==> config.mk <==
export PLATFORM = sky130hd
export DESIGN_NAME = imem_dmem_port_arbiter_flat
export DESIGN_NICKNAME = d
export VERILOG_FILES = /design/src/rtl/imem_dmem_port_arbiter_if.sv /design/src/rtl/imem_dmem_port_arbiter.sv /design/src/flat_wrapper.sv
export SDC_FILE = /design/constraint.sdc
export NUM_CORES = 1
export LEC_CHECK = 0
export ABC_CLOCK_PERIOD_IN_PS = 2850
export CAP_MARGIN = 30
export CELL_PAD_IN_SITES_DETAIL_PLACEMENT = 1
export CELL_PAD_IN_SITES_GLOBAL_PLACEMENT = 1
export CORE_MARGIN = 3
export CORE_UTILIZATION = 12
export CTS_BUF_LIST = sky130_fd_sc_hd__clkbuf_2 sky130_fd_sc_hd__clkbuf_4 sky130_fd_sc_hd__clkbuf_8
export DETAILED_ROUTE_END_ITERATION = 6
export PLACE_DENSITY = 0.81
export SLEW_MARGIN = 15
export SYNTH_ARGS = -nofsm -noshare
export SYNTH_HDL_FRONTEND = slang
export SYNTH_SLANG_ARGS = --single-unit
==> constraint.sdc <==
create_clock -name clk -period 2.85 [get_ports clk]
set_clock_uncertainty 0.05 [all_clocks]
set_input_delay 0.7125 -clock clk [delete_from_list [all_inputs] [get_ports clk]]
set_output_delay 0.7125 -clock clk [all_outputs]
set_load 0.02 [all_outputs]
==> src/rtl/imem_dmem_port_arbiter_if.sv <==
// Request/grant/rvalid memory port shared by fetch, LSU and the memory side.
// The master issues requests; the slave grants them and returns responses.
interface imem_dmem_port_arbiter_if;
  logic        req;
  logic        we;
  logic [3:0]  be;
  logic [31:0] addr;
  logic [31:0] wdata;
  logic        gnt;
  logic        rvalid;
  logic [31:0] rdata;
  logic        err;

  modport master (
    output req, we, be, addr, wdata,
    input  gnt, rvalid, rdata, err
  );

  modport slave (
    input  req, we, be, addr, wdata,
    output gnt, rvalid, rdata, err
  );
endinterface

==> src/rtl/imem_dmem_port_arbiter.sv <==
// Shares one req/gnt/rvalid memory port between instruction fetch and the LSU,
// with a starvation guard for fetch and an in-order ID FIFO for response routing.
module imem_dmem_port_arbiter #(
  parameter int unsigned MAX_OUTSTANDING = 2,
  parameter int unsigned STARVE_LIMIT    = 4
) (
  input  logic                            clk,
  input  logic                            rstn,
  imem_dmem_port_arbiter_if.slave         instr,
  imem_dmem_port_arbiter_if.slave         data,
  imem_dmem_port_arbiter_if.master        mem,
  output logic                            protocol_err_o
);

  localparam int unsigned PTR_W    = (MAX_OUTSTANDING > 1) ? $clog2(MAX_OUTSTANDING) : 1;
  localparam int unsigned CNT_W    = $clog2(MAX_OUTSTANDING + 1);
  localparam int unsigned STARVE_W = $clog2(STARVE_LIMIT + 1);

  localparam logic ID_INSTR = 1'b0;
  localparam logic ID_DATA  = 1'b1;

  // Lock state: which requester owns the port while its request waits for gnt.
  localparam logic [1:0] ST_FREE   = 2'd0;
  localparam logic [1:0] ST_LOCK_I = 2'd1;
  localparam logic [1:0] ST_LOCK_D = 2'd2;

  logic [1:0]          lock_state;
  logic [1:0]          lock_state_next;
  logic [STARVE_W-1:0] starve_cnt;
  logic [CNT_W-1:0]    count;
  logic [PTR_W-1:0]    wptr;
  logic [PTR_W-1:0]    rptr;
  logic                ids [MAX_OUTSTANDING];

  logic win_data;
  logic win_req;
  logic fifo_full;
  logic fifo_empty;
  logic push;
  logic pop;
  logic head_id;
  logic starved;

  // Fetch has no write path; its write-side bus fields are intentionally ignored.
  logic unused_instr_write;
  assign unused_instr_write = ^{instr.we, instr.be, instr.wdata};

  assign fifo_full  = (count == CNT_W'(MAX_OUTSTANDING));
  assign fifo_empty = (count == '0);
  assign starved    = (starve_cnt == STARVE_W'(STARVE_LIMIT));
  assign head_id    = ids[rptr];

  // NOTE: every signal assigned in a combinational block gets a default first,
  // so no path through the block can leave it unassigned and infer a latch.
  always_comb begin
    win_data = ID_DATA;
    case (lock_state)
      ST_LOCK_I: win_data = ID_INSTR;
      ST_LOCK_D: win_data = ID_DATA;
      default:   win_data = (instr.req && (!data.req || starved)) ? ID_INSTR : ID_DATA;
    endcase
  end

  assign win_req = win_data ? data.req : instr.req;

  assign mem.req   = win_req & ~fifo_full;
  assign mem.we    = win_data ? data.we    : 1'b0;
  assign mem.be    = win_data ? data.be    : 4'hF;
  assign mem.addr  = win_data ? data.addr  : instr.addr;
  assign mem.wdata = win_data ? data.wdata : 32'h0;

  assign instr.gnt = mem.gnt & mem.req & (win_data == ID_INSTR);
  assign data.gnt  = mem.gnt & mem.req & (win_data == ID_DATA);

  assign push = mem.req & mem.gnt;
  assign pop  = mem.rvalid & ~fifo_empty;

  // Responses go to the owner at the FIFO head; data and error are broadcast.
  assign instr.rvalid = pop & (head_id == ID_INSTR);
  assign data.rvalid  = pop & (head_id == ID_DATA);
  assign instr.rdata  = mem.rdata;
  assign data.rdata   = mem.rdata;
  assign instr.err    = mem.err;
  assign data.err     = mem.err;

  always_comb begin
    lock_state_next = lock_state;
    if (mem.req && !mem.gnt) begin
      lock_state_next = win_data ? ST_LOCK_D : ST_LOCK_I;
    end else if (push) begin
      lock_state_next = ST_FREE;
    end
  end

  // NOTE: sequential state is updated with non-blocking assignments only, so
  // every flop samples the pre-edge value of every other flop.
  always_ff @(posedge clk or negedge rstn) begin
    if (!rstn) begin
      lock_state <= ST_FREE;
    end else begin
      lock_state <= lock_state_next;
    end
  end

  always_ff @(posedge clk or negedge rstn) begin
    if (!rstn) begin
      starve_cnt <= '0;
    end else if (!instr.req || instr.gnt) begin
      starve_cnt <= '0;
    end else if (win_data == ID_DATA && !starved) begin
      starve_cnt <= starve_cnt + 1'b1;
    end
  end

  always_ff @(posedge clk or negedge rstn) begin
    if (!rstn) begin
      wptr  <= '0;
      rptr  <= '0;
      count <= '0;
    end else begin
      if (push) begin
        wptr <= (wptr == PTR_W'(MAX_OUTSTANDING - 1)) ? '0 : wptr + 1'b1;
      end
      if (pop) begin
        rptr <= (rptr == PTR_W'(MAX_OUTSTANDING - 1)) ? '0 : rptr + 1'b1;
      end
      case ({push, pop})
        2'b10:   count <= count + 1'b1;
        2'b01:   count <= count - 1'b1;
        default: count <= count;
      endcase
    end
  end

  // NOTE: the ID storage has no reset; entries are only read while count says
  // they are valid, and reset already empties the FIFO through the pointers.
  always_ff @(posedge clk) begin
    if (push) begin
      ids[wptr] <= win_data;
    end
  end

  always_ff @(posedge clk or negedge rstn) begin
    if (!rstn) begin
      protocol_err_o <= 1'b0;
    end else if (mem.rvalid && fifo_empty) begin
      protocol_err_o <= 1'b1;
    end
  end

endmodule
==> src/flat_wrapper.sv <==
// flat-port wrapper written by rule: the top's interface ports become plain ports
module imem_dmem_port_arbiter_flat 
#(
  parameter int unsigned MAX_OUTSTANDING = 2,
  parameter int unsigned STARVE_LIMIT    = 4
)
  (clk, rstn, protocol_err_o, instr_req, instr_we, instr_be, instr_addr, instr_wdata, instr_gnt, instr_rvalid, instr_rdata, instr_err, data_req, data_we, data_be, data_addr, data_wdata, data_gnt, data_rvalid, data_rdata, data_err, mem_req, mem_we, mem_be, mem_addr, mem_wdata, mem_gnt, mem_rvalid, mem_rdata, mem_err);
  imem_dmem_port_arbiter_if instr_i ();
  imem_dmem_port_arbiter_if data_i ();
  imem_dmem_port_arbiter_if mem_i ();
  input  logic clk;
  input  logic rstn;
  output logic protocol_err_o;
  input wire logic [$bits(instr_i.req)-1:0] instr_req;
  input wire logic [$bits(instr_i.we)-1:0] instr_we;
  input wire logic [$bits(instr_i.be)-1:0] instr_be;
  input wire logic [$bits(instr_i.addr)-1:0] instr_addr;
  input wire logic [$bits(instr_i.wdata)-1:0] instr_wdata;
  output wire logic [$bits(instr_i.gnt)-1:0] instr_gnt;
  output wire logic [$bits(instr_i.rvalid)-1:0] instr_rvalid;
  output wire logic [$bits(instr_i.rdata)-1:0] instr_rdata;
  output wire logic [$bits(instr_i.err)-1:0] instr_err;
  input wire logic [$bits(data_i.req)-1:0] data_req;
  input wire logic [$bits(data_i.we)-1:0] data_we;
  input wire logic [$bits(data_i.be)-1:0] data_be;
  input wire logic [$bits(data_i.addr)-1:0] data_addr;
  input wire logic [$bits(data_i.wdata)-1:0] data_wdata;
  output wire logic [$bits(data_i.gnt)-1:0] data_gnt;
  output wire logic [$bits(data_i.rvalid)-1:0] data_rvalid;
  output wire logic [$bits(data_i.rdata)-1:0] data_rdata;
  output wire logic [$bits(data_i.err)-1:0] data_err;
  output wire logic [$bits(mem_i.req)-1:0] mem_req;
  output wire logic [$bits(mem_i.we)-1:0] mem_we;
  output wire logic [$bits(mem_i.be)-1:0] mem_be;
  output wire logic [$bits(mem_i.addr)-1:0] mem_addr;
  output wire logic [$bits(mem_i.wdata)-1:0] mem_wdata;
  input wire logic [$bits(mem_i.gnt)-1:0] mem_gnt;
  input wire logic [$bits(mem_i.rvalid)-1:0] mem_rvalid;
  input wire logic [$bits(mem_i.rdata)-1:0] mem_rdata;
  input wire logic [$bits(mem_i.err)-1:0] mem_err;
  assign instr_i.req = instr_req;
  assign instr_i.we = instr_we;
  assign instr_i.be = instr_be;
  assign instr_i.addr = instr_addr;
  assign instr_i.wdata = instr_wdata;
  assign instr_gnt = instr_i.gnt;
  assign instr_rvalid = instr_i.rvalid;
  assign instr_rdata = instr_i.rdata;
  assign instr_err = instr_i.err;
  assign data_i.req = data_req;
  assign data_i.we = data_we;
  assign data_i.be = data_be;
  assign data_i.addr = data_addr;
  assign data_i.wdata = data_wdata;
  assign data_gnt = data_i.gnt;
  assign data_rvalid = data_i.rvalid;
  assign data_rdata = data_i.rdata;
  assign data_err = data_i.err;
  assign mem_req = mem_i.req;
  assign mem_we = mem_i.we;
  assign mem_be = mem_i.be;
  assign mem_addr = mem_i.addr;
  assign mem_wdata = mem_i.wdata;
  assign mem_i.gnt = mem_gnt;
  assign mem_i.rvalid = mem_rvalid;
  assign mem_i.rdata = mem_rdata;
  assign mem_i.err = mem_err;
  imem_dmem_port_arbiter #(.MAX_OUTSTANDING(MAX_OUTSTANDING), .STARVE_LIMIT(STARVE_LIMIT)) u_core (.clk(clk), .rstn(rstn), .instr(instr_i), .data(data_i), .mem(mem_i), .protocol_err_o(protocol_err_o));
endmodule
# Word-level counts from Yosys, hierarchy flattened
# Memories as Yosys holds them, arrays and structs flattened.
# Index checks and enable logic that the tools add are counted.
word_totals:
  n_memories: 1
  latch_bits: 0
  output_inout_bits: 141
  ram_bits: 2
  word_cells: 60
  reg_bits: 10
  mem_bits_ro: 0
mem_list:
  columns: ["memory", "words", "word_bits", "read_ports", "rd_clocked_by_memory_dff", "write_ports", "line", "rtl"]
  rows:
  - ["u_core.ids", 2, 1, 1, 0, 1, "imem_dmem_port_arbiter.sv:33", "logic ids [MAX_OUTSTANDING];"]
classes:
  addsub: 5
  n_mul: 0
  n_eq_ne: 6
  mux: 17
  order_cmp: 0
  reduce_logical: 14
  shifts: 0
  bitwise: 11
  div: 0
op_table:
  columns: ["operator", "n"]
  rows:
  - ["2-to-1 mux 32 bit", 2]
  - ["bitwise AND 1 bit", 7]
  - ["2-to-1 mux 1 bit", 7]
  - ["equality test 2 bit, second input constant", 3]
  - ["2-to-1 mux 2 bit", 3]
  - ["2-to-1 mux 3 bit", 2]
  - ["nonzero test 2 bit", 3]
  - ["equality test 2 x 1 -> 1 bit, second input constant", 2]
  - ["logical AND 1 bit", 4]
  - ["zero test 1 bit", 4]
  - ["2-to-1 mux 4 bit", 1]
  - ["NOT 1 bit", 4]
  - ["case mux 2 bit (2 select lines)", 1]
  - ["adder 3 x 1 -> 3 bit, second input constant", 1]
  - ["equality test 3 bit, second input constant", 1]
  - ["adder 1 bit, second input constant", 2]
  - ["adder 2 x 1 -> 2 bit, second input constant", 1]
  - ["zero test 2 bit", 1]
  - ["logical OR 1 bit", 2]
  - ["case mux 1 bit (2 select lines)", 1]
  - ["subtractor 2 x 1 -> 2 bit, second input constant", 1]

# Longest topological paths before layout
# Gate-level depths: netlist of run 1.
depth:
  word_depth: 11
  ltp_mapped: 9
  mapped_depth_nobuf: 8

# Worst setup path before layout of run 1
# Ideal clock, no wire load.
synth_timing:
  path_type: "input to output"
  startpoint: "input port instr_req"
  endpoint: "output port mem_addr[0]"
  path_slack_ns: 0.366
  arrival_time_ns: 1.721
  required_time_ns: 2.088
  path_stages: 8
  path_buffers: 3
  cell_sequence: "buf_4 nand2_1 o22ai_2 inv_2 buf_6 buf_2 nand2_1 nand2_1"
synth_between:
  elab_chain_len: 4
synth_lines:
  columns: ["item", "line", "rtl"]
  rows:
  - ["start: declaration", "flat_wrapper.sv:14", "input wire logic [$bits(instr_i.req)-1:0] instr_req;"]
  - ["logical AND 1 bit", "imem_dmem_port_arbiter.sv:60", "default: win_data = (instr.req && (!data.req || starved)) ? ID_INSTR : ID_DATA;"]
  - ["2-to-1 mux 1 bit", "imem_dmem_port_arbiter.sv:60", null]
  - ["case mux 1 bit (2 select lines)", "imem_dmem_port_arbiter.sv:57", "case (lock_state)"]
  - ["via u_core.win_data", "imem_dmem_port_arbiter.sv:35", "logic win_data;"]
  - ["2-to-1 mux 32 bit", "imem_dmem_port_arbiter.sv:69", "assign mem.addr = win_data ? data.addr : instr.addr;"]
  - ["end: declaration", "flat_wrapper.sv:35", "output wire logic [$bits(mem_i.addr)-1:0] mem_addr;"]
# The timed path passes the listed nets, and every way through them passes these cells.

# Worst setup path after layout of run 1
layout_timing:
  startpoint: "input port data_req"
  endpoint: "output port instr_gnt"
layout_between:
  elab_chain_len: 9
  elab_cells_between_ends: 10
layout_lines:
  columns: ["item", "line", "rtl"]
  rows:
  - ["start: declaration", "flat_wrapper.sv:23", "input wire logic [$bits(data_i.req)-1:0] data_req;"]
  - ["zero test 1 bit", "imem_dmem_port_arbiter.sv:60", null]
  - ["logical OR 1 bit", "imem_dmem_port_arbiter.sv:60", null]
  - ["logical AND 1 bit", "imem_dmem_port_arbiter.sv:60", null]
  - ["2-to-1 mux 1 bit", "imem_dmem_port_arbiter.sv:60", null]
  - ["case mux 1 bit (2 select lines)", "imem_dmem_port_arbiter.sv:57", null]
  - ["2-to-1 mux 1 bit", "imem_dmem_port_arbiter.sv:64", "assign win_req = win_data ? data.req : instr.req;"]
  - ["bitwise AND 1 bit", "imem_dmem_port_arbiter.sv:66", "assign mem.req = win_req & ~fifo_full;"]
  - ["bitwise AND 1 bit", "imem_dmem_port_arbiter.sv:72", "assign instr.gnt = mem.gnt & mem.req & (win_data == ID_INSTR);"]
  - ["bitwise AND 1 bit (*)", "imem_dmem_port_arbiter.sv:72", null]
  - ["end: declaration", "flat_wrapper.sv:19", "output wire logic [$bits(instr_i.gnt)-1:0] instr_gnt;"]
# Every way passes the cells marked *; elsewhere a longest branch is shown, timed or not.

==> impl_metrics.csv, run 1 <==
group,metric,value,unit
min_path,hp-start,"u_core.protocol_err_o",
grt,grt_pass1_vias,2320,
routing,met2_length,4.28,mm
sta,fin_ws,0.0604,ns
cells_and_area,fill_cells,1769,
sta,max_clock_freq,358,MHz
clock_tree,cts_max_level,1,
worst_setup_path,worst-r2r-setup-slack,0.53,ns
floorplan,fp.dieW,129,microns
logic_synthesis,async_flop_share,83.3,%
cells_and_area,final_cell_mix,"105 x clkdlybuf4s50_1, 101 x nand2_1, 33 x and2_1",
sta,rsz0062_at_grt,"true",
worst_setup_path,cp_max_fo,5,
routing,avgRoutedWirePerCell,13.9,microns
worst_setup_path,worst_setup_path_start_kind,"input pin",
power_and_ir_drop,total_leakage_power,1.64,nW
routing,first_iter_violations,39,
worst_setup_path,path_class,"input pin to primary output",
clock_tree,clk_pin_slew,0.05,ns
logic_synthesis,synth-main-ff-cell,"dfrtp_1",
cells_and_area,layout.nets,590,
logic_synthesis,syn_avg_cell_area,6.68,sq um
logic_synthesis,synthXorXnorAreaFrac,2.40,%
logic_synthesis,synth_compound_area_share,6.24,%
logic_synthesis,yosysSeqAreaShare,17.0,%
routing,wl_met3,875,microns
clock_tree,holdBufCountCts,0,
sta,slew_headroom,68.3,%
routing,top_layer_used,"met4",
floorplan,ios,318,
status,status,"finished clean",
routing,via_per_inst,3.75,
power_and_ir_drop,powerDensity,1090,nW/um^2
floorplan,die_y,129,microns
routing,met1Wirelength,2.79,mm
sta,hold_viol,0,
worst_setup_path,critical_path_arrival,2.03,ns
clock_tree,clockBufferDepth,2,
cells_and_area,layout-drive-gt1-share,25.2,%
worst_setup_path,r2r-end,"u_core.count[1]",
sta,finalSetupViolCount,0,
placed_design,hpwl,6.31,mm
floorplan,start_util,12.4,%
grt,grt_overflow,0,
logic_synthesis,synth-seq-cells,12,
placed_design,dpl_cell_area,3450,sq um
logic_synthesis,synth_edf_count,2,
cells_and_area,stdcell_count,592,
cells_and_area,n_antenna_cell,0,
logic_synthesis,synth_top_family_by_area,"simple AND/OR/NAND/NOR gates",
grt,grt_start_max_net_pins,26,
sta,tightestPinTransition,0.474,ns
power_and_ir_drop,ir_drop,0.357,mV
routing,drt_drc_violations_left,0,
routing,antenna_left,0,
cells_and_area,syn_to_final_growth,94.4,%
placed_design,io_buffers,181,
logic_synthesis,syn_nets,454,
worst_setup_path,rr_worst_depth,11,
sta,period_share,97.9,%
clock_tree,clock_latency,0.24,ns
worst_setup_path,critPathCaptureType,"primary output",
worst_setup_path,critPathRequiredTime,2.09,ns
clock_tree,cts_tree,"built",
cells_and_area,fin_util,24.1,%
clock_tree,root_buffer,"clkbuf_8",
routing,dr.pass1.iters,4,
placed_design,dp_slack,-0.625,ns
worst_setup_path,rr_startpoint,"u_core.lock_state[0]",
min_path,min_path_type,"flop to flop",
logic_synthesis,netlist_instances,273,
cells_and_area,final_area,3550,sq um
placed_design,routabilityCongestion,0.751,
cells_and_area,layout_commonest_cell,"clkdlybuf4s50_1",
floorplan,die-area,16700,sq um
grt,antenna_found_initial,0,
grt,grt_usage,8.97,%
routing,vias,2219,
min_path,holdPathEnd,"u_core.protocol_err_o",
routing,wl,8.21,mm
sta,final-max-slew-violation-count,0,
clock_tree,cts.sinks,12,
flow_run,drv_cap,0,
sta,timing.final.crit_period,2.79,ns
logic_synthesis,yosys.area_share.simple,38.5,%
logic_synthesis,yosys.area_share.adder,2.74,%
clock_tree,cts_buffers,3,
floorplan,rows,44,
logic_synthesis,yosysWarnings,0,
min_path,min_path_cells,1,
logic_synthesis,syn_area,1820,sq um
logic_synthesis,ys_types,35,
grt,grt_pass1_wl,11.8,mm
logic_synthesis,synth_mux_area_share,0.549,%
placed_design,dp_cells,578,
floorplan,coreArea,14700,sq um
-- worst max-delay path: stages --
cell           delay [ns]
dlygate4sd2_1        0.25
buf_4                0.14
or3b_1               0.40
o2111ai_4            0.13
nor2_4               0.06
dlygate4sd2_1        0.32
-- cells by family (layout without fill, tap and decap cells) --
logic type	Yosys count	count (layout)
AOI/OAI and AO/OA	14	14
xor gates and xnor gates	5	5
adders and majority gates	4	4
buffers and inverters	84	219
DFF	12	12
muxes	1	1
and+or+nand+nor	153	153
-- area by class of cell --
| class | count | area [sq um] | share of cell area, % |
|---|---|---|---|
| timing repair buffer | 209 | 1960 | 55.4 |
| tap | 184 | 230 | 6.49 |
| clock inverter | 1 | 3.75 | 0.106 |
| clock buffer | 3 | 41.3 | 1.16 |
| multi-input combinational | 177 | 968 | 27.3 |
| inverter | 6 | 27.5 | 0.776 |
| sequential | 12 | 310 | 8.75 |
-- routing by layer --
layer  vias to the layer above  track usage, %
met4                         0            3.77
met1                      1009            9.44
met2                       135            16.8
met3                        26            2.31
li1                       1049               -
met5                         -               0
-- how the worst max path moves through the flow --
stage,startpoint,end,slack (ns)
2_1_floorplan,instr_req,mem_addr[0],0.37
4_1_cts,mem_rvalid,data_rvalid,0.0002
6_report,data_req,instr_gnt,0.06
3_3_place_gp,data_req,mem_wdata[19],-0.59
5_1_grt,data_req,instr_gnt,-0.003
3_5_place_dp,data_req,mem_wdata[14],-0.62
-- cells in the mapped netlist (2+ instances only) --
cell type / number / share of area, %
dfrtp_1: 10 / 14
inv_1: 5 / 1.0
o22ai_1: 2 / 0.69
nor2_1: 5 / 1.0
xnor2_1: 4 / 1.9
edfxtp_1: 2 / 3.3
buf_2: 3 / 0.82
buf_4: 67 / 28
nand2_1: 102 / 21
ha_1: 4 / 2.7
clkbuf_1: 5 / 1.0
buf_6: 3 / 1.9
nand3_1: 2 / 0.55
nand2b_1: 5 / 1.7
and2_1: 33 / 11
o31ai_1: 2 / 0.82
-- flip-flops by register name, indices dropped and copies added (netlist names) --
| signal | flops |
|---|---|
| u_core.rptr | 1 |
| u_core.protocol_err_o | 1 |
| u_core.wptr | 1 |
| u_core.ids | 2 |
| u_core.lock_state | 2 |
| u_core.count | 2 |
| u_core.starve_cnt | 3 |
-- power by group --
part | switching, mW | total, mW | internal (mW)
Clock | 0.0629 | 0.158 | 0.0950
Sequential | 0.0556 | 0.302 | 0.246
Combinational | 1.87 | 3.40 | 1.54
Total | 1.98 | 3.86 | 1.88
-- per-stage QoR --
| step | total power, mW | hold slack, ns | setup TNS, ns |
|---|---|---|---|
| after floorplan | 2.12 | 0.367 | 0 |
| after detailed placement | 3.57 | 0.403 | -39.71 |
| final | 3.86 | 0.417 | 0 |
| after global routing | 4.19 | 0.453 | -0.00321 |
| after CTS | 4.02 | 0.420 | 0 |
| after global placement | 3.48 | 0.387 | -37.77 |
-- repair_timing --
action	4_1_cts	5_1_grt
hold endpoints to repair	0	0
cloned	3	1
pin swaps	0	1
resized for setup	203	47
setup endpoints to repair	73	48
buffers inserted	5	2
Note: power is estimated with default switching activity, not from simulation.
==> inputs of run 2 (changes only) <==
Settings changed: CORE_ASPECT_RATIO set to 1.25, CTS_BUF_LIST sky130_fd_sc_hd__clkbuf_2 sky130_fd_sc_hd__clkbuf_4 sky130_fd_sc_hd__clkbuf_8 to unset.
==> run 2 against run 1 <==
Compared with the run above:
- sequential cell count unchanged
- utilization decreased by 0.81 points
- critical path type unchanged
- setup slack got worse by 0.064 ns
- hold slack got worse by 0.016 ns
- clock power increased by 66%
- the flow now finishes with violations (negative setup slack)
- combinational power decreased by 7.4%
- die area about the same
==> impl_metrics.csv, run 2 (synthesis results as in run 1) <==
group,metric,value,unit
routing,vias,2169,
grt,grt_overflow,0,
worst_setup_path,rr_startpoint,"u_core.lock_state[0]",
floorplan,die-area,16700,sq um
sta,tightestPinTransition,0.479,ns
placed_design,io_buffers,181,
cells_and_area,layout_commonest_cell,"clkdlybuf4s50_1",
sta,final-max-slew-violation-count,0,
cells_and_area,layout-drive-gt1-share,24.3,%
worst_setup_path,worst_setup_path_start_kind,"input pin",
cells_and_area,largest_reg_flops,3,
power_and_ir_drop,power.total,3.71,mW
cells_and_area,fill_cells,1776,
worst_setup_path,cp_max_fo,9,
min_path,min_path_type,"flop to flop",
cells_and_area,seqCellArea,310,sq um
clock_tree,cts.sinks,12,
routing,wl,8.01,mm
flow_run,drv_cap,0,
worst_setup_path,worst-r2r-setup-slack,0.71,ns
routing,first_iter_violations,26,
routing,avgRoutedWirePerCell,13.9,microns
sta,timing.final.crit_period,2.85,ns
worst_setup_path,cp-startpoint,"data_req",
power_and_ir_drop,ir_drop,0.373,mV
status,violations,"negative setup slack",
grt,grt_pass1_vias,2438,
grt,antenna_found_initial,0,
worst_setup_path,critPathRequiredTime,2.09,ns
cells_and_area,n_antenna_cell,0,
floorplan,coreArea,14700,sq um
clock_tree,clockBufferDepth,2,
worst_setup_path,worstSetupEndpoint,"mem_wdata[18]",
grt,grt_start_max_net_pins,32,
clock_tree,cts_buffers,3,
grt,grtUsageMet1,7.90,%
clock_tree,cts_max_level,1,
placed_design,routabilityCongestion,0.707,
grt,use_met3,1.98,%
floorplan,die_y,144,microns
power_and_ir_drop,total_leakage_power,1.62,nW
sta,fin_ws,-0.00367,ns
routing,antenna_left,0,
clock_tree,cts_tree,"built",
worst_setup_path,critPathCaptureType,"primary output",
placed_design,hpwl,6.40,mm
sta,slew_headroom,68.0,%
sta,hold_viol,0,
grt,grt.busiest_layer,"met2",
routing,via_per_inst,3.76,
worst_setup_path,r2r-end,"u_core.count[1]",
worst_setup_path,rr_worst_depth,8,
status,status,"finished, violations left",
clock_tree,root_buffer,"clkbuf_16",
clock_tree,clk_pin_slew,0.05,ns
routing,dr.pass1.iters,4,
floorplan,rows,49,
grt,gr-usage-met2,17.0,%
grt,grt_pass1_wl,11.7,mm
cells_and_area,multi_input_area,968,sq um
worst_setup_path,path_class,"input pin to primary output",
placed_design,dpl_cell_area,3430,sq um
clock_tree,clock_latency,0.24,ns
grt,grt_usage,8.73,%
sta,period_share,100,%
cells_and_area,regMostFlops,"u_core.starve_cnt",
power_and_ir_drop,powerDensity,1090,nW/um^2
floorplan,fp.dieW,116,microns
cells_and_area,syn_to_final_growth,87.2,%
cells_and_area,layout.nets,581,
cells_and_area,final_cell_mix,"105 x clkdlybuf4s50_1, 101 x nand2_1, 41 x clkbuf_2",
sta,rsz0062_at_grt,"true",
routing,drt_drc_violations_left,0,
cells_and_area,final_area,3420,sq um
floorplan,start_util,12.4,%
sta,max_clock_freq,350,MHz
worst_setup_path,critical_path_arrival,2.09,ns
floorplan,ios,318,
sta,finalSetupViolCount,1,
run 2: worst max-delay path, stage by stage:
cell and delay [ns]:
dlygate4sd2_1 0.25, a21boi_4 0.14, o22ai_4 0.18, inv_4 0.12, buf_6 0.14, buf_16 0.13, and2_1 0.15, clkdlybuf4s15_2 0.24
run 2: metal layers:
layer / part of all wire [%] / wire length (microns) / vias to the layer above
met5: 0 / 0 / -
met4: 5.8 / 466 / 0
met3: 11 / 847 / 49
met2: 53 / 4270 / 144
met1: 30 / 2430 / 948
li1: - / - / 1028
run 2: cell type report:
type                            count  area share (%)
Sequential cell                    12            9.08
Clock buffer                        3            2.20
Tap cell                          178            6.52
Multi-Input combinational cell    177            28.4
Inverter                            6           0.733
Clock inverter                      1           0.110
Timing Repair Buffer              200            53.0
run 2: how the worst min path moves through the flow:
stage | startpoint | endpoint | slack, ns | cells after the start
after floorplan | rstn | u_core.count[0] | 0.37 | 0
after global placement | u_core.protocol_err_o | u_core.protocol_err_o | 0.39 | 1
after detailed placement | u_core.protocol_err_o | u_core.protocol_err_o | 0.40 | 1
after CTS | u_core.protocol_err_o | u_core.protocol_err_o | 0.41 | 1
after global routing | u_core.protocol_err_o | u_core.protocol_err_o | 0.43 | 1
final | u_core.protocol_err_o | u_core.protocol_err_o | 0.40 | 1
run 2: power by group:
| part | switching (mW) | internal, mW |
|---|---|---|
| clock network | 0.0767 | 0.185 |
| logic | 1.79 | 1.36 |
| registers | 0.0550 | 0.246 |
| total | 1.92 | 1.79 |
run 2: what timing repair did:
action                                  CTS  global route
buffers inserted                          2             0
gates cloned                              2             0
resized for setup                       158            76
hold buffers                              0             0
endpoints found under the setup margin   72            54
hold endpoints to repair                  0             0
pin swaps                                 0             0
run 2: per-stage QoR:
| stage | hold slack (ns) | TNS, ns | worst slack, ns | utilization [%] | std cells |
|---|---|---|---|---|---|
| detailed placement | 0.401 | -37.80 | -0.612 | 23.4 | 569 |
| floorplan | 0.367 | 0 | 0.366 | - | 273 |
| finish | 0.401 | -0.00367 | -0.00367 | 23.3 | 577 |
| global placement | 0.392 | -34.53 | -0.548 | 23.4 | 569 |
| global route | 0.430 | -0.176 | -0.0717 | 23.3 | 577 |
| CTS | 0.409 | 0 | 0.000440 | 24.3 | 577 |
